$ cat src/rtl/fetch_prefetch_queue_if.sv
// rtl/fetch_prefetch_queue_if.sv - instruction memory, redirect and decoder signals of the fetch stage
interface fetch_prefetch_queue_if #(
  parameter int ADDR_WIDTH = 20
);
  logic [ADDR_WIDTH-1:0] imem_addr;
  logic                  imem_req;
  logic [15:0]           imem_data;
  logic                  redirect_valid;
  logic [ADDR_WIDTH-1:0] redirect_pc;
  logic                  stall;
  logic [31:0]           instr_out;
  logic                  instr_is32;
  logic                  instr_valid;
  logic [ADDR_WIDTH-1:0] instr_pc;

  modport master (
    output imem_addr, imem_req, instr_out, instr_is32, instr_valid, instr_pc,
    input  imem_data, redirect_valid, redirect_pc, stall
  );

  modport slave (
    input  imem_addr, imem_req, instr_out, instr_is32, instr_valid, instr_pc,
    output imem_data, redirect_valid, redirect_pc, stall
  );
endinterface

$ cat src/rtl/fetch_prefetch_queue.sv
// rtl/fetch_prefetch_queue.sv - halfword prefetch queue assembling 16/32-bit instructions for the decoder
module fetch_prefetch_queue #(
  parameter int                    ADDR_WIDTH = 20,
  parameter int                    DEPTH      = 4,
  parameter logic [ADDR_WIDTH-1:0] RESET_PC   = '0
) (
  input  logic                   clock,
  input  logic                   reset,
  fetch_prefetch_queue_if.master bus
);
  localparam int PW = (DEPTH > 1) ? $clog2(DEPTH) : 1;
  localparam int CW = $clog2(DEPTH + 1);
  localparam logic [PW-1:0] LAST_PTR  = PW'(DEPTH - 1);
  localparam logic [CW:0]   DEPTH_OCC = (CW + 1)'(DEPTH);

  logic [15:0]           data_q   [DEPTH];
  logic [15:0]           data_d   [DEPTH];
  logic [ADDR_WIDTH-1:0] pc_tag_q [DEPTH];
  logic [ADDR_WIDTH-1:0] pc_tag_d [DEPTH];
  logic [PW-1:0]         head_q, head_d;
  logic [PW-1:0]         tail_q, tail_d;
  logic [CW-1:0]         count_q, count_d;
  logic [ADDR_WIDTH-1:0] fetch_pc_q, fetch_pc_d;
  logic                  inflight_q, inflight_d;
  logic [ADDR_WIDTH-1:0] inflight_addr_q, inflight_addr_d;

  logic [PW-1:0] head_ptr1;
  logic [15:0]   head_hw;
  logic [15:0]   next_hw;
  logic          head_is32;
  logic          out_valid;
  logic [CW:0]   occupancy;
  logic          issue;
  logic          pop;
  logic [CW-1:0] pop_cnt;

  function automatic logic [PW-1:0] ptr_inc(input logic [PW-1:0] p);
    if (p == LAST_PTR) begin
      return '0;
    end
    return p + PW'(1);
  endfunction

  // Presentation depends only on registered queue state.
  always_comb begin
    head_ptr1 = ptr_inc(head_q);
    head_hw   = data_q[head_q];
    next_hw   = data_q[head_ptr1];
    head_is32 = head_hw[15];
    out_valid = head_is32 ? (count_q >= CW'(2)) : (count_q != '0);

    bus.instr_valid = out_valid;
    bus.instr_is32  = out_valid & head_is32;
    bus.instr_pc    = out_valid ? pc_tag_q[head_q] : '0;
    if (!out_valid) begin
      bus.instr_out = 32'h0;
    end else if (head_is32) begin
      bus.instr_out = {next_hw, head_hw};
    end else begin
      bus.instr_out = {16'h0, head_hw};
    end
  end

  // Counting the in-flight read as occupied guarantees its response always has a slot.
  always_comb begin
    occupancy    = {1'b0, count_q} + (CW + 1)'(inflight_q);
    issue        = !reset && !bus.redirect_valid && (occupancy < DEPTH_OCC);
    bus.imem_req  = issue;
    bus.imem_addr = fetch_pc_q;
  end

  always_comb begin
    data_d          = data_q;
    pc_tag_d        = pc_tag_q;
    head_d          = head_q;
    tail_d          = tail_q;
    count_d         = count_q;
    fetch_pc_d      = fetch_pc_q;
    inflight_d      = inflight_q;
    inflight_addr_d = inflight_addr_q;
    pop             = out_valid && !bus.stall;
    pop_cnt         = '0;

    if (bus.redirect_valid) begin
      head_d     = '0;
      tail_d     = '0;
      count_d    = '0;
      fetch_pc_d = bus.redirect_pc;
      inflight_d = 1'b0;
    end else begin
      if (inflight_q) begin
        data_d[tail_q]   = bus.imem_data;
        pc_tag_d[tail_q] = inflight_addr_q;
        tail_d           = ptr_inc(tail_q);
      end
      if (pop) begin
        pop_cnt = head_is32 ? CW'(2) : CW'(1);
        head_d  = head_is32 ? ptr_inc(head_ptr1) : head_ptr1;
      end
      count_d    = count_q + CW'(inflight_q) - pop_cnt;
      inflight_d = issue;
      if (issue) begin
        inflight_addr_d = fetch_pc_q;
        fetch_pc_d      = fetch_pc_q + ADDR_WIDTH'(1);
      end
    end
  end

  always_ff @(posedge clock) begin
    if (reset) begin
      head_q          <= '0;
      tail_q          <= '0;
      count_q         <= '0;
      fetch_pc_q      <= RESET_PC;
      inflight_q      <= 1'b0;
      inflight_addr_q <= '0;
    end else begin
      head_q          <= head_d;
      tail_q          <= tail_d;
      count_q         <= count_d;
      fetch_pc_q      <= fetch_pc_d;
      inflight_q      <= inflight_d;
      inflight_addr_q <= inflight_addr_d;
    end
  end

  // Payload storage needs no reset: entries are only visible while counted.
  always_ff @(posedge clock) begin
    data_q   <= data_d;
    pc_tag_q <= pc_tag_d;
  end
endmodule

$ cat src/flat_wrapper.sv
// flat-port wrapper written by rule: the top's interface ports become plain ports
module fetch_prefetch_queue_flat 
#(
  parameter int                    ADDR_WIDTH = 20,
  parameter int                    DEPTH      = 4,
  parameter logic [ADDR_WIDTH-1:0] RESET_PC   = '0
)
  (clock, reset, bus_imem_addr, bus_imem_req, bus_instr_out, bus_instr_is32, bus_instr_valid, bus_instr_pc, bus_imem_data, bus_redirect_valid, bus_redirect_pc, bus_stall);
  fetch_prefetch_queue_if #(.ADDR_WIDTH(ADDR_WIDTH)) bus_i ();
  input  logic clock;
  input  logic reset;
  output wire logic [$bits(bus_i.imem_addr)-1:0] bus_imem_addr;
  output wire logic [$bits(bus_i.imem_req)-1:0] bus_imem_req;
  output wire logic [$bits(bus_i.instr_out)-1:0] bus_instr_out;
  output wire logic [$bits(bus_i.instr_is32)-1:0] bus_instr_is32;
  output wire logic [$bits(bus_i.instr_valid)-1:0] bus_instr_valid;
  output wire logic [$bits(bus_i.instr_pc)-1:0] bus_instr_pc;
  input wire logic [$bits(bus_i.imem_data)-1:0] bus_imem_data;
  input wire logic [$bits(bus_i.redirect_valid)-1:0] bus_redirect_valid;
  input wire logic [$bits(bus_i.redirect_pc)-1:0] bus_redirect_pc;
  input wire logic [$bits(bus_i.stall)-1:0] bus_stall;
  assign bus_imem_addr = bus_i.imem_addr;
  assign bus_imem_req = bus_i.imem_req;
  assign bus_instr_out = bus_i.instr_out;
  assign bus_instr_is32 = bus_i.instr_is32;
  assign bus_instr_valid = bus_i.instr_valid;
  assign bus_instr_pc = bus_i.instr_pc;
  assign bus_i.imem_data = bus_imem_data;
  assign bus_i.redirect_valid = bus_redirect_valid;
  assign bus_i.redirect_pc = bus_redirect_pc;
  assign bus_i.stall = bus_stall;
  fetch_prefetch_queue #(.ADDR_WIDTH(ADDR_WIDTH), .DEPTH(DEPTH), .RESET_PC(RESET_PC)) u_core (.clock(clock), .reset(reset), .bus(bus_i));
endmodule
$ cat config.mk
export PLATFORM = sky130hd
export DESIGN_NAME = fetch_prefetch_queue_flat
export DESIGN_NICKNAME = d
export VERILOG_FILES = /design/src/rtl/fetch_prefetch_queue_if.sv /design/src/rtl/fetch_prefetch_queue.sv /design/src/flat_wrapper.sv
export SDC_FILE = /design/constraint.sdc
export NUM_CORES = 1
export LEC_CHECK = 0
export CAP_MARGIN = 10
export CORE_MARGIN = 5
export CORE_UTILIZATION = 51
export CTS_BUF_LIST = sky130_fd_sc_hd__clkbuf_2
export DETAILED_ROUTE_END_ITERATION = 12
export PLACE_DENSITY = 0.78
export SLEW_MARGIN = 20
export SYNTH_ARGS = -nofsm -noshare
export SYNTH_HDL_FRONTEND = slang
export SYNTH_SLANG_ARGS = --single-unit
$ cat constraint.sdc
create_clock -name clock -period 2.9 [get_ports clock]
set_input_delay 0.435 -clock clock [delete_from_list [all_inputs] [get_ports clock]]
set_output_delay 0.435 -clock clock [all_outputs]
set_load 0.1 [all_outputs]
==> run_summary.xml <==
<?xml version="1.0" encoding="UTF-8"?>
<metrics>
  <group name="outcome">
    <metric name="outcome" unit="">complete, but fails checks</metric>
    <metric name="failed_checks" unit="">negative setup slack</metric>
  </group>
  <group name="timing">
    <metric name="final-max-slew-violation-count" unit="">0</metric>
    <metric name="worst_pin_slew" unit="ns">0.783</metric>
    <metric name="finalWorstPathRequiredPeriod" unit="ns">3.12</metric>
    <metric name="maximum_clock_skew_at_final_layout" unit="ns">0.0374</metric>
    <metric name="finalWorstSetupSlack" unit="ns">-0.221</metric>
    <metric name="final_cycle_share" unit="%">108</metric>
    <metric name="timing.final.setup_violations" unit="">55</metric>
    <metric name="timing.max_slew.rel_slack" unit="%">47.5</metric>
    <metric name="finalHoldViolations" unit="">0</metric>
    <metric name="achievable-frequency" unit="MHz">320</metric>
    <metric name="grt_setup_unrepaired" unit="">true</metric>
  </group>
  <group name="critical_path">
    <metric name="rr_worst_depth" unit="">12</metric>
    <metric name="end_kind" unit="">output port</metric>
    <metric name="crit_path_start_kind" unit="">register</metric>
    <metric name="worst_setup_slack_for_register_to_register_paths" unit="ns">0.18</metric>
    <metric name="cp_data_required_time" unit="ns">2.47</metric>
    <metric name="worst-endpoint-arrival" unit="ns">2.69</metric>
    <metric name="timing.critical_path.from" unit="">u_core.head_q[0]</metric>
    <metric name="timing.rr.start" unit="">u_core.head_q[0]</metric>
    <metric name="timing.setup.critical_path_class" unit="">register to output port</metric>
    <metric name="crit_path_end" unit="">bus_instr_out[25]</metric>
    <metric name="maximum_net_fanout_on_the_critical_path" unit="">5</metric>
    <metric name="rr_endpoint" unit="">u_core.count_q[2]</metric>
  </group>
  <group name="synthesis">
    <metric name="synth.yosys.warnings" unit="">0</metric>
    <metric name="synth_async_sr_flop_share" unit="%">0</metric>
    <metric name="synth.ff_latch_count" unit="">192</metric>
    <metric name="netlist_top_cells_area" unit="">sky130_fd_sc_hd__edfxtp_1 52%, sky130_fd_sc_hd__mux4_2 14%, sky130_fd_sc_hd__dfxtp_1 12%</metric>
    <metric name="yosys_most_used_dff" unit="">sky130_fd_sc_hd__edfxtp_1</metric>
    <metric name="post_synth_instance_area" unit="sq um">8250</metric>
    <metric name="netlist.area_leader.share" unit="%">52.4</metric>
    <metric name="postSynthAreaPerCell" unit="sq um">14.9</metric>
    <metric name="syn_nets" unit="">604</metric>
    <metric name="synth_cells" unit="">554</metric>
    <metric name="yosysSeqAreaShare" unit="%">64.0</metric>
    <metric name="synth.lib_cells_used.distinct" unit="">49</metric>
    <metric name="synth_commonest_cells" unit="">144 x sky130_fd_sc_hd__edfxtp_1, 53 x sky130_fd_sc_hd__nand2_1, 52 x sky130_fd_sc_hd__mux4_2, 52 x sky130_fd_sc_hd__nor2b_1, 48 x sky130_fd_sc_hd__dfxtp_1</metric>
    <metric name="most_frequent_cell_after_synthesis" unit="">sky130_fd_sc_hd__edfxtp_1</metric>
    <metric name="synth_top_cell_by_area" unit="">sky130_fd_sc_hd__edfxtp_1</metric>
    <metric name="synth_edf_count" unit="">144</metric>
  </group>
  <group name="finish">
    <metric name="final_layout_size_suffix_gt1_share" unit="%">37.0</metric>
    <metric name="final_cell_area" unit="sq um">11200</metric>
    <metric name="fin_util" unit="%">70.2</metric>
    <metric name="layout.nets" unit="">750</metric>
    <metric name="area.growth.synth_to_final" unit="%">35.2</metric>
    <metric name="n_antenna_cell" unit="">0</metric>
  </group>
  <group name="floorplanning">
    <metric name="ios" unit="">115</metric>
    <metric name="start_util" unit="%">51.9</metric>
    <metric name="chipHeight" unit="um">137</metric>
    <metric name="floorplan.die_area" unit="sq um">18800</metric>
    <metric name="fp-row-count" unit="">46</metric>
    <metric name="placeableCoreArea" unit="sq um">15900</metric>
    <metric name="die_width" unit="um">137</metric>
  </group>
  <group name="drt">
    <metric name="remaining_drc_errors" unit="">0</metric>
    <metric name="wl_per_cell" unit="um">20.7</metric>
    <metric name="firstDrtPassIters" unit="">5</metric>
    <metric name="final_antenna_net_count" unit="">0</metric>
    <metric name="number_of_vias_in_the_routed_layout" unit="">5317</metric>
    <metric name="detail_route.vias_per_cell" unit="">5.72</metric>
    <metric name="drt-initial-drc-count" unit="">463</metric>
    <metric name="wl" unit="mm">19.2</metric>
  </group>
  <group name="worst_hold_path">
    <metric name="holdPathStages" unit="">3</metric>
    <metric name="hold_path.class" unit="">primary input to register</metric>
  </group>
  <group name="grt">
    <metric name="grt_max_degree" unit="">44</metric>
    <metric name="grt_pass1_vias" unit="">5522</metric>
    <metric name="globalRouteOverflowTotal" unit="">0</metric>
    <metric name="antenna_found_initial" unit="">0</metric>
    <metric name="global_route_wire_length_before_repair" unit="mm">29.2</metric>
    <metric name="globalRouteTotalUtil" unit="%">20.6</metric>
  </group>
  <group name="placed_design">
    <metric name="detailed_place.area" unit="sq um">10300</metric>
    <metric name="port_buffers" unit="">114</metric>
    <metric name="place_congestion" unit="">0.851</metric>
    <metric name="placement.setup.worst_slack" unit="ns">-0.00555</metric>
    <metric name="half_perimeter_wire_length_after_detailed_placement" unit="mm">11.7</metric>
  </group>
  <group name="power_and_ir_drop">
    <metric name="powerDensity" unit="nW/um^2">477</metric>
    <metric name="peakVddDrop" unit="uV">278</metric>
    <metric name="p_leak" unit="nW">3.84</metric>
    <metric name="fin_total_pwr" unit="W">0.00533</metric>
  </group>
  <group name="cts">
    <metric name="clock_insertion_delay_worst_skew" unit="ns">0.77</metric>
    <metric name="numCtsBuffers" unit="">17</metric>
    <metric name="clock-sinks" unit="">192</metric>
    <metric name="clockBufferDepth" unit="">2</metric>
    <metric name="ctsHtreeMaxLevel" unit="">4</metric>
    <metric name="cts.reportedPaths.clkPinSlew" unit="ns">0.26</metric>
    <metric name="tritoncts_clock_tree" unit="">done</metric>
    <metric name="cts_root_buffer" unit="">sky130_fd_sc_hd__clkbuf_2</metric>
  </group>
  <group name="run">
    <metric name="max_cap_violations" unit="">0</metric>
  </group>
</metrics>
## flip-flops by register name (all words and copies together) (netlist names)
register	cells
u_core.count_q	3
u_core.bus.imem_addr	20
u_core.head_q	2
u_core.inflight_q	1
u_core.tail_q	2
u_core.data_q	64
u_core.inflight_addr_q	20
u_core.pc_tag_q	80
## timing repair
action                                  4_1_cts  5_1_grt
setup buffers                                22        6
pin swaps                                     4        5
resized for setup                            81       15
hold buffers                                  0        0
endpoints found under the setup margin       54       56
gates cloned                                  2        1
## per-stage QoR
stage / hold WS (ns) / cells / setup TNS (ns)
floorplan: 0.460 / 554 / -8.36
global placement: 0.473 / 868 / 0
detailed placement: 0.497 / 868 / -0.00555
finish: 0.213 / 929 / -8.92
global route: 0.162 / 929 / -16.14
CTS: 0.155 / 924 / -11.56
## routing by layer
layer | global-route usage [%] | wire [um] | vias to the layer above
li1 | - | - | 2408
met1 | 25.7 | 7650 | 2633
met2 | 35.4 | 9950 | 241
met3 | 4.20 | 1210 | 35
met4 | 8.26 | 396 | 0
met5 | 0 | 0 | -
## report_power, final
group | leakage (nW) | switching, W | internal, W
sequential | 1.71 | 0.0000636 | 0.00300
combinational | 1.96 | 0.000544 | 0.000306
clock | 0.169 | 0.000848 | 0.000571
## placed cells by master, fill, tap and decap left out, types with 9 or more instances in the layout
cell	synthesis	layout
sky130_fd_sc_hd__or3_1	10	9
sky130_fd_sc_hd__clkbuf_2	0	20
sky130_fd_sc_hd__nor2b_2	0	10
sky130_fd_sc_hd__inv_1	15	15
sky130_fd_sc_hd__clkdlybuf4s50_1	0	39
sky130_fd_sc_hd__nand2_1	53	53
sky130_fd_sc_hd__mux4_2	52	52
sky130_fd_sc_hd__a21oi_1	23	23
sky130_fd_sc_hd__buf_4	1	44
sky130_fd_sc_hd__nor2b_4	0	31
sky130_fd_sc_hd__nor2b_1	52	11
sky130_fd_sc_hd__edfxtp_1	144	144
sky130_fd_sc_hd__buf_12	0	67
sky130_fd_sc_hd__nor2_1	24	23
sky130_fd_sc_hd__dfxtp_1	48	46
## area by class of cell
class	instances	area, sq um
inverters	15	56.3
clock buffers	20	100
multi-input cells	315	3090
fillers	990	4730
well taps	216	270
flip-flops and latches	192	5290
clock inverters	12	166
repair buffers	159	2180
## critical path, cell delays in order (launching register included)
cell                        delay (ns)
sky130_fd_sc_hd__dfxtp_4          0.41
sky130_fd_sc_hd__buf_12           0.13
sky130_fd_sc_hd__ha_4             0.16
sky130_fd_sc_hd__nor2_4           0.15
sky130_fd_sc_hd__buf_6            0.13
sky130_fd_sc_hd__clkbuf_16        0.14
sky130_fd_sc_hd__mux4_2           0.51
sky130_fd_sc_hd__nor2b_4          0.15
sky130_fd_sc_hd__buf_12           0.16
## how the worst min path moves through the flow
| stage | from | end | slack, ns |
|---|---|---|---|
| global placement | u_core.inflight_addr_q[13] | u_core.pc_tag_q[33] | 0.47 |
| CTS | bus_redirect_pc[0] | u_core.bus.imem_addr[0] | 0.16 |
| finish | bus_redirect_pc[0] | u_core.bus.imem_addr[0] | 0.21 |
| floorplan | u_core.inflight_addr_q[0] | u_core.pc_tag_q[0] | 0.46 |
| global route | bus_redirect_pc[8] | u_core.bus.imem_addr[8] | 0.16 |
| detailed placement | u_core.inflight_addr_q[1] | u_core.inflight_addr_q[1] | 0.50 |
## kinds of logic after synthesis
family | share of synthesized area [%]
xor gates and xnor gates | 1.06
and+or+nand+nor | 11.1
buffers and inverters | 2.43
AOI/OAI and AO/OA | 5.02
muxes | 14.7
adders and majority gates | 1.61
DFF | 64.0
(Power assumes the default switching activity.)
